## src/rtl/mini_src_pkg.sv

```systemverilog
// Shared definitions for the Mini-SRC hardwired control unit: opcodes,
// ALU operation codes, sequencer step encoding and the control-word layout.
package mini_src_pkg;

    localparam int OP_W  = 5;
    localparam int ALU_W = 4;

    localparam logic [OP_W-1:0] OP_LD   = 5'd0;
    localparam logic [OP_W-1:0] OP_LDI  = 5'd1;
    localparam logic [OP_W-1:0] OP_ST   = 5'd2;
    localparam logic [OP_W-1:0] OP_ADD  = 5'd3;
    localparam logic [OP_W-1:0] OP_SUB  = 5'd4;
    localparam logic [OP_W-1:0] OP_SHR  = 5'd5;
    localparam logic [OP_W-1:0] OP_SHL  = 5'd6;
    localparam logic [OP_W-1:0] OP_ROR  = 5'd7;
    localparam logic [OP_W-1:0] OP_ROL  = 5'd8;
    localparam logic [OP_W-1:0] OP_AND  = 5'd9;
    localparam logic [OP_W-1:0] OP_OR   = 5'd10;
    localparam logic [OP_W-1:0] OP_ADDI = 5'd11;
    localparam logic [OP_W-1:0] OP_ANDI = 5'd12;
    localparam logic [OP_W-1:0] OP_ORI  = 5'd13;
    localparam logic [OP_W-1:0] OP_MUL  = 5'd14;
    localparam logic [OP_W-1:0] OP_DIV  = 5'd15;
    localparam logic [OP_W-1:0] OP_NEG  = 5'd16;
    localparam logic [OP_W-1:0] OP_NOT  = 5'd17;
    localparam logic [OP_W-1:0] OP_BR   = 5'd18;
    localparam logic [OP_W-1:0] OP_JR   = 5'd19;
    localparam logic [OP_W-1:0] OP_JAL  = 5'd20;
    localparam logic [OP_W-1:0] OP_IN   = 5'd21;
    localparam logic [OP_W-1:0] OP_OUT  = 5'd22;
    localparam logic [OP_W-1:0] OP_MFHI = 5'd23;
    localparam logic [OP_W-1:0] OP_MFLO = 5'd24;
    localparam logic [OP_W-1:0] OP_NOP  = 5'd25;
    localparam logic [OP_W-1:0] OP_HALT = 5'd26;

    localparam logic [ALU_W-1:0] ALU_ADD = 4'd0;
    localparam logic [ALU_W-1:0] ALU_SUB = 4'd1;
    localparam logic [ALU_W-1:0] ALU_AND = 4'd2;
    localparam logic [ALU_W-1:0] ALU_OR  = 4'd3;
    localparam logic [ALU_W-1:0] ALU_SHR = 4'd4;
    localparam logic [ALU_W-1:0] ALU_SHL = 4'd5;
    localparam logic [ALU_W-1:0] ALU_ROR = 4'd6;
    localparam logic [ALU_W-1:0] ALU_ROL = 4'd7;
    localparam logic [ALU_W-1:0] ALU_MUL = 4'd8;
    localparam logic [ALU_W-1:0] ALU_DIV = 4'd9;
    localparam logic [ALU_W-1:0] ALU_NEG = 4'd10;
    localparam logic [ALU_W-1:0] ALU_NOT = 4'd11;

    // T0..T7 occupy 0..7 so the step counter can simply increment.
    typedef enum logic [3:0] {
        T0, T1, T2, T3, T4, T5, T6, T7, S_RESET, S_HALT
    } step_t;

    // Field order matches the top-level output port order.
    typedef struct packed {
        logic pc_out, zhigh_out, zlow_out, mdr_out, hi_out;
        logic lo_out, inport_out, c_out, ba_out, r_out;
        logic pc_in, mar_in, mdr_in, ir_in, y_in, zhigh_in;
        logic zlow_in, hi_in, lo_in, outport_in, con_in, r_in;
        logic inc_pc, read, write, gra, grb, grc;
        logic [ALU_W-1:0] alu;
    } ctrl_t;

    // ALU operation implied by an arithmetic/logic opcode; ADD otherwise.
    function automatic logic [ALU_W-1:0] alu_for(input logic [OP_W-1:0] op);
        case (op)
            OP_SUB:         return ALU_SUB;
            OP_SHR:         return ALU_SHR;
            OP_SHL:         return ALU_SHL;
            OP_ROR:         return ALU_ROR;
            OP_ROL:         return ALU_ROL;
            OP_AND, OP_ANDI: return ALU_AND;
            OP_OR,  OP_ORI:  return ALU_OR;
            OP_MUL:         return ALU_MUL;
            OP_DIV:         return ALU_DIV;
            OP_NEG:         return ALU_NEG;
            OP_NOT:         return ALU_NOT;
            default:        return ALU_ADD;
        endcase
    endfunction

    // Final step of each instruction; T2 means no execute phase at all.
    function automatic step_t last_step(input logic [OP_W-1:0] op);
        case (op)
            OP_LD, OP_ST:                               return T7;
            OP_MUL, OP_DIV, OP_BR:                      return T6;
            OP_LDI, OP_ADD, OP_SUB, OP_SHR, OP_SHL,
            OP_ROR, OP_ROL, OP_AND, OP_OR,
            OP_ADDI, OP_ANDI, OP_ORI:                   return T5;
            OP_NEG, OP_NOT:                             return T4;
            OP_JR, OP_IN, OP_OUT, OP_MFHI, OP_MFLO:     return T3;
            default:                                    return T2;
        endcase
    endfunction

endpackage

```

## src/rtl/mini_src_control_unit.sv

```systemverilog
// Mini-SRC hardwired control unit: fetch/decode/execute step sequencer with
// a combinational Moore decode of every datapath strobe.
// Optional build macro MEM_HANDSHAKE_EN adds a mem_ready input that stretches
// the memory-access steps until the memory signals completion.
module mini_src_control_unit
    import mini_src_pkg::*;
#(
    parameter int OPW  = 5,
    parameter int ALUW = 4
) (
    input  logic            clock,
    input  logic            clear,
    input  logic [OPW-1:0]  ir_opcode,
    input  logic            CON_FF,
    input  logic            Stop,
`ifdef MEM_HANDSHAKE_EN
    input  logic            mem_ready,
`endif
    output logic PCout, Zhighout, Zlowout, MDRout, HIout,
    output logic LOout, InPortout, Cout, BAout, Rout,
    output logic PCin, MARin, MDRin, IRin, Yin, Zhighin,
    output logic Zlowin, HIin, LOin, OutPortin, CONin, Rin,
    output logic IncPC, Read, Write, Gra, Grb, Grc,
    output logic [ALUW-1:0] alu_op,
    output logic            Run
);

    step_t state, next_state;
    ctrl_t ctrl;
    logic  mem_wait;

`ifdef MEM_HANDSHAKE_EN
    // Memory steps: fetch read, ld operand read, st write.
    assign mem_wait = !mem_ready &&
                      ((state == T1) ||
                       (state == T6 && ir_opcode == OP_LD) ||
                       (state == T7 && ir_opcode == OP_ST));
`else
    assign mem_wait = 1'b0;
`endif

    // Step register; clear forces RESET from any state.
    always_ff @(posedge clock) begin
        // NOTE: sequential state uses non-blocking assignment so every register
        // samples pre-edge values regardless of process ordering.
        if (clear) state <= S_RESET;
        else       state <= next_state;
    end

    // Next step: advance, hold on memory wait, or wrap to T0 / HALT.
    always_comb begin
        next_state = state;
        case (state)
            S_RESET: next_state = T0;
            S_HALT:  next_state = S_HALT;
            default: begin
                if (!mem_wait) begin
                    if (state == last_step(ir_opcode))
                        next_state = (ir_opcode == OP_HALT) ? S_HALT : T0;
                    else
                        next_state = step_t'(state + 4'd1);
                end
            end
        endcase
        // A stop request only takes effect on an instruction boundary.
        if (next_state == T0 && Stop) next_state = S_HALT;
    end

    // Moore decode of all strobes from the current step and opcode.
    always_comb begin
        // NOTE: clearing the whole control word first keeps every branch below
        // from inferring a latch for the strobes it does not mention.
        ctrl = '0;
        case (state)
            T0: begin ctrl.pc_out = 1'b1; ctrl.mar_in = 1'b1; ctrl.inc_pc = 1'b1; ctrl.pc_in = 1'b1; end
            T1: begin ctrl.read = 1'b1; ctrl.mdr_in = 1'b1; end
            T2: begin ctrl.mdr_out = 1'b1; ctrl.ir_in = 1'b1; end
            S_RESET, S_HALT: ;
            default: begin
                case (ir_opcode)
                    OP_LD, OP_LDI, OP_ST: begin
                        case (state)
                            T3: begin ctrl.grb = 1'b1; ctrl.ba_out = 1'b1; ctrl.y_in = 1'b1; end
                            T4: begin ctrl.c_out = 1'b1; ctrl.zlow_in = 1'b1; end
                            T5: begin
                                ctrl.zlow_out = 1'b1;
                                if (ir_opcode == OP_LDI) begin ctrl.gra = 1'b1; ctrl.r_in = 1'b1; end
                                else                         ctrl.mar_in = 1'b1;
                            end
                            T6: begin
                                ctrl.mdr_in = 1'b1;
                                if (ir_opcode == OP_ST) begin ctrl.gra = 1'b1; ctrl.r_out = 1'b1; end
                                else                        ctrl.read = 1'b1;
                            end
                            T7: begin
                                ctrl.mdr_out = 1'b1;
                                if (ir_opcode == OP_ST) ctrl.write = 1'b1;
                                else begin ctrl.gra = 1'b1; ctrl.r_in = 1'b1; end
                            end
                            default: ;
                        endcase
                    end
                    OP_ADD, OP_SUB, OP_SHR, OP_SHL, OP_ROR, OP_ROL, OP_AND, OP_OR,
                    OP_ADDI, OP_ANDI, OP_ORI: begin
                        case (state)
                            T3: begin ctrl.grb = 1'b1; ctrl.r_out = 1'b1; ctrl.y_in = 1'b1; end
                            T4: begin
                                ctrl.zlow_in = 1'b1;
                                ctrl.alu     = alu_for(ir_opcode);
                                if (ir_opcode >= OP_ADDI) ctrl.c_out = 1'b1;
                                else begin ctrl.grc = 1'b1; ctrl.r_out = 1'b1; end
                            end
                            T5: begin ctrl.zlow_out = 1'b1; ctrl.gra = 1'b1; ctrl.r_in = 1'b1; end
                            default: ;
                        endcase
                    end
                    OP_MUL, OP_DIV: begin
                        case (state)
                            T3: begin ctrl.gra = 1'b1; ctrl.r_out = 1'b1; ctrl.y_in = 1'b1; end
                            T4: begin
                                ctrl.grb = 1'b1; ctrl.r_out = 1'b1; ctrl.zhigh_in = 1'b1;
                                ctrl.zlow_in = 1'b1; ctrl.alu = alu_for(ir_opcode);
                            end
                            T5: begin ctrl.zlow_out = 1'b1; ctrl.lo_in = 1'b1; end
                            T6: begin ctrl.zhigh_out = 1'b1; ctrl.hi_in = 1'b1; end
                            default: ;
                        endcase
                    end
                    OP_NEG, OP_NOT: begin
                        case (state)
                            T3: begin
                                ctrl.grb = 1'b1; ctrl.r_out = 1'b1; ctrl.zlow_in = 1'b1;
                                ctrl.alu = alu_for(ir_opcode);
                            end
                            T4: begin ctrl.zlow_out = 1'b1; ctrl.gra = 1'b1; ctrl.r_in = 1'b1; end
                            default: ;
                        endcase
                    end
                    OP_BR: begin
                        case (state)
                            T3: begin ctrl.gra = 1'b1; ctrl.r_out = 1'b1; ctrl.con_in = 1'b1; end
                            T4: begin ctrl.pc_out = 1'b1; ctrl.y_in = 1'b1; end
                            T5: begin ctrl.c_out = 1'b1; ctrl.zlow_in = 1'b1; end
                            T6: if (CON_FF) begin ctrl.zlow_out = 1'b1; ctrl.pc_in = 1'b1; end
                            default: ;
                        endcase
                    end
                    OP_JR:   if (state == T3) begin ctrl.gra = 1'b1; ctrl.r_out = 1'b1; ctrl.pc_in = 1'b1; end
                    OP_IN:   if (state == T3) begin ctrl.inport_out = 1'b1; ctrl.gra = 1'b1; ctrl.r_in = 1'b1; end
                    OP_OUT:  if (state == T3) begin ctrl.gra = 1'b1; ctrl.r_out = 1'b1; ctrl.outport_in = 1'b1; end
                    OP_MFHI: if (state == T3) begin ctrl.hi_out = 1'b1; ctrl.gra = 1'b1; ctrl.r_in = 1'b1; end
                    OP_MFLO: if (state == T3) begin ctrl.lo_out = 1'b1; ctrl.gra = 1'b1; ctrl.r_in = 1'b1; end
                    default: ;
                endcase
            end
        endcase
    end

    assign {PCout, Zhighout, Zlowout, MDRout, HIout, LOout, InPortout, Cout, BAout, Rout,
            PCin, MARin, MDRin, IRin, Yin, Zhighin, Zlowin, HIin, LOin, OutPortin, CONin, Rin,
            IncPC, Read, Write, Gra, Grb, Grc, alu_op} = ctrl;

    assign Run = (state != S_RESET) && (state != S_HALT);

endmodule

```

## config.mk

```make
export PLATFORM = sky130hd
export DESIGN_NAME = mini_src_control_unit
export DESIGN_NICKNAME = d
export VERILOG_FILES = /design/src/rtl/mini_src_pkg.sv /design/src/rtl/mini_src_control_unit.sv
export SDC_FILE = /design/constraint.sdc
export NUM_CORES = 1
export LEC_CHECK = 0
export ABC_AREA = 1
export BUFFER_PORTS_ARGS = -buffer_cell sky130_fd_sc_hd__buf_2
export CELL_PAD_IN_SITES_DETAIL_PLACEMENT = 1
export CELL_PAD_IN_SITES_GLOBAL_PLACEMENT = 2
export CORE_UTILIZATION = 24
export DETAILED_ROUTE_END_ITERATION = 10
export GPL_TIMING_DRIVEN = 1
export HOLD_SLACK_MARGIN = 0.12
export PLACE_DENSITY_LB_ADDON = 0.1
export SLEW_MARGIN = 20
export SYNTH_ARGS = -nofsm -noshare
export SYNTH_HDL_FRONTEND = slang
export SYNTH_SLANG_ARGS = --single-unit
```

## constraint.sdc

```tcl
create_clock -name clock -period 2.5 [get_ports clock]
set_clock_uncertainty 0.05 [all_clocks]
set_input_delay 0.5 -clock clock [delete_from_list [all_inputs] [get_ports clock]]
set_output_delay 0.5 -clock clock [all_outputs]
set_load 0.005 [all_outputs]
```

==> impl_metrics.json <==
{
  "fin_setup_tns_ns": 0,
  "core-area_um2": 4750,
  "hold_violations": 0,
  "antenna_found_initial": 0,
  "r2r-start": "state[0]",
  "final_cell_mix": "nand2_1, nor2_1, buf_2",
  "vias": 1626,
  "crit_path_max_fanout": 6,
  "rsz0062_at_grt": "true",
  "synth_warnings": 0,
  "seqPwrFrac_pct": 10.9,
  "insertion_delay_ns": 0.21,
  "ctsLongestPathBuffers": 2,
  "io_buffers": 41,
  "fin_area_um2": 1760,
  "worstSetupPathType": "input port to output pin",
  "cts_made_buffers": 3,
  "nNetsFinal": 307,
  "p_per_area_nw_per_um2": 483,
  "track_usage_pct": 17.8,
  "regMostFlops": "state",
  "initial_core_util_pct": 25.2,
  "drcViolationCount": 0,
  "clk_root_buffer_cell": "clkbuf_8",
  "areaGrowthSynthToFinish_pct": 46.9,
  "hpwl_um": 3980,
  "reg.largest.list": "state (4)",
  "whs_endpoint": "state[0]",
  "cp-start-kind": "input port",
  "avgRoutedWirePerCell_um": 12.6,
  "gr-total-overflow": 0,
  "pin_count": 42,
  "min_from": "clear",
  "arrival_ns": 1.84,
  "clock-sinks": 4,
  "vias_per_cell": 4.55,
  "post-place-cells": 354,
  "avgSynthCellArea_um2": 5.35,
  "final.period_utilization_pct": 95.7,
  "yosysSeqAreaShare_pct": 6.68,
  "synth_top_area_share_pct": 15.3,
  "hold_buffers": 0,
  "hold_class": "input port to register",
  "fin_util_pct": 37.0,
  "num_rows": 25,
  "gp_congestion": 0.855,
  "status": "finished, final reports clean",
  "max_freq_mhz": 418,
  "setup_viol": 0,
  "die-area_um2": 5280,
  "cts_setup_buffers": 0,
  "drv_cap": 0,
  "cts_tree": "built",
  "cp.required_ns": 1.95,
  "slew-limit-headroom_pct": 66.6,
  "wl_um": 4510,
  "slew_viol_final": 0,
  "fin_crit_ns": 2.39,
  "worstMarginPinSlew_ns": 0.497,
  "grt_pass1_wl_um": 7470,
  "r2r_cells": 10,
  "combPwrFrac_pct": 73.5,
  "grt_max_degree": 11,
  "die_x_um": 72.7,
  "total_power_uw": 851,
  "r2r_slack_ns": 0.61,
  "p_sw_uw": 425,
  "ant_nets": 0,
  "placed_area_um2": 1650,
  "drive_gt1_share_pct": 40.0,
  "vdd_ir_drop_max_v": 0.000395,
  "mostFrequentLayoutCell": "nand2_1",
  "largest_reg_flops": 4,
  "internal_power_uw": 426,
  "die_height_um": 72.7,
  "firstDrtPassIters": 4,
  "end_kind": "output pin",
  "leakagePower_uw": 0.000925,
  "hold_path_depth": 2,
  "instances_no_fill": 357,
  "ys_types": 36,
  "synth.area.top_cells": "nand2_1, nor2_1, inv_1",
  "htreeDepth": 1,
  "synth_area_leader_cell": "nand2_1",
  "drt_iter0_drc": 51,
  "synthesis.area_um2": 1200,
  "syn-num-nets": 239,
  "netSwitchingFraction_pct": 50.0,
  "synth_cells": 224,
  "timing.rr.end": "state[2]",
  "grt_pass1_vias": 1576,
  "p_clk_share_pct": 15.6,
  "synth_seq_cells": 4,
  "path_clk_slew_ns": 0.03,
  "n_antenna_cell": 0
}
-- area by class of cell --
type	count	area, um^2
multi-input combinational	174	982
timing repair buffer	69	423
inverter	40	150
fill	684	2990
sequential	4	80.1
tap	67	83.8
clock buffer	3	41.3
-- repair_timing --
action,CTS,global route
resized for setup,3,23
pin swaps,1,3
cloned,0,0
endpoints found under the setup margin,3,12
-- power groups by stage --
stage	clock network (uW)	registers, uW	logic, uW
2_1_floorplan	0	99.5	388
6_report	132	92.7	626
3_5_place_dp	0	94.1	611
5_1_grt	140	96.0	713
3_3_place_gp	0	92.8	609
4_1_cts	134	93.0	615
-- worst max-delay path: stages --
cell,delay [ns]
clkbuf_4,0.16
nand2_2,0.06
buf_4,0.13
nor3_1,0.23
inv_1,0.06
nand2_1,0.11
nor3_4,0.06
o21ai_2,0.21
nand3_2,0.11
nor2_1,0.10
buf_2,0.12
-- how the worst max path moves through the flow --
| stage | startpoint | to | slack (ns) | depth (start not counted) |
|---|---|---|---|---|
| 2_1_floorplan | state[0] | PCin | 0.33 | 9 |
| 3_3_place_gp | ir_opcode[2] | alu_op[1] | -0.1 | 8 |
| 3_5_place_dp | ir_opcode[2] | alu_op[1] | -0.08 | 8 |
| 4_1_cts | state[0] | PCin | 0.002 | 10 |
| 5_1_grt | ir_opcode[1] | Rin | -0.02 | 13 |
| 6_report | ir_opcode[0] | alu_op[1] | 0.11 | 11 |
-- metal layers --
layer / part of all wire (%) / track usage, % / wire length, um
met1: 50 / 25.1 / 2260
met2: 46 / 29.3 / 2060
met3: 2.6 / 1.38 / 117
met4: 1.4 / 4.36 / 65
met5: 0 / 0 / 0
-- cell families (layout without fill, tap and decap cells) --
logic type                 after synthesis  in the layout  synth area share, %
DFF                                      4              4                 6.68
adders and majority gates                6              6                 6.26
and+or+nand+nor                        137            137                 53.0
xor gates and xnor gates                 2              2                 1.46
AOI/OAI and AO/OA                       29             29                 16.3
buffers and inverters                   46            112                 16.3
-- cells in the mapped netlist --
cell and count:
nand2_1 49, nor2_1 44, inv_1 35, nand3_1 12, nand2_2 10, nor3_1 9, o21ai_0 7, a21oi_1 6
ha_1 6, inv_2 5, dfxtp_1 4, o31ai_1 4, nand4_1 3, nor2_4 3, a31oi_1 2, buf_4 2
buf_6 2, clkbuf_1 2, o211ai_1 2, a211oi_1 1, a21oi_4 1, and2_4 1, and3_1 1, nand3_2 1
nand3_4 1, nor3_2 1, nor3b_1 1, nor4_1 1, o2111ai_1 1, o21ai_2 1, o21bai_1 1, o22ai_1 1
o311ai_1 1, o41ai_1 1, xnor2_1 1, xor2_1 1
-- stage by stage --
step	hold slack [ns]	worst slack, ns
2_1_floorplan	0.522	0.333
3_3_place_gp	0.632	-0.0994
4_1_cts	0.416	0.00209
5_1_grt	0.424	-0.0215
6_report	0.417	0.107
3_5_place_dp	0.637	-0.0780
Power figures use the tool's default switching activity.
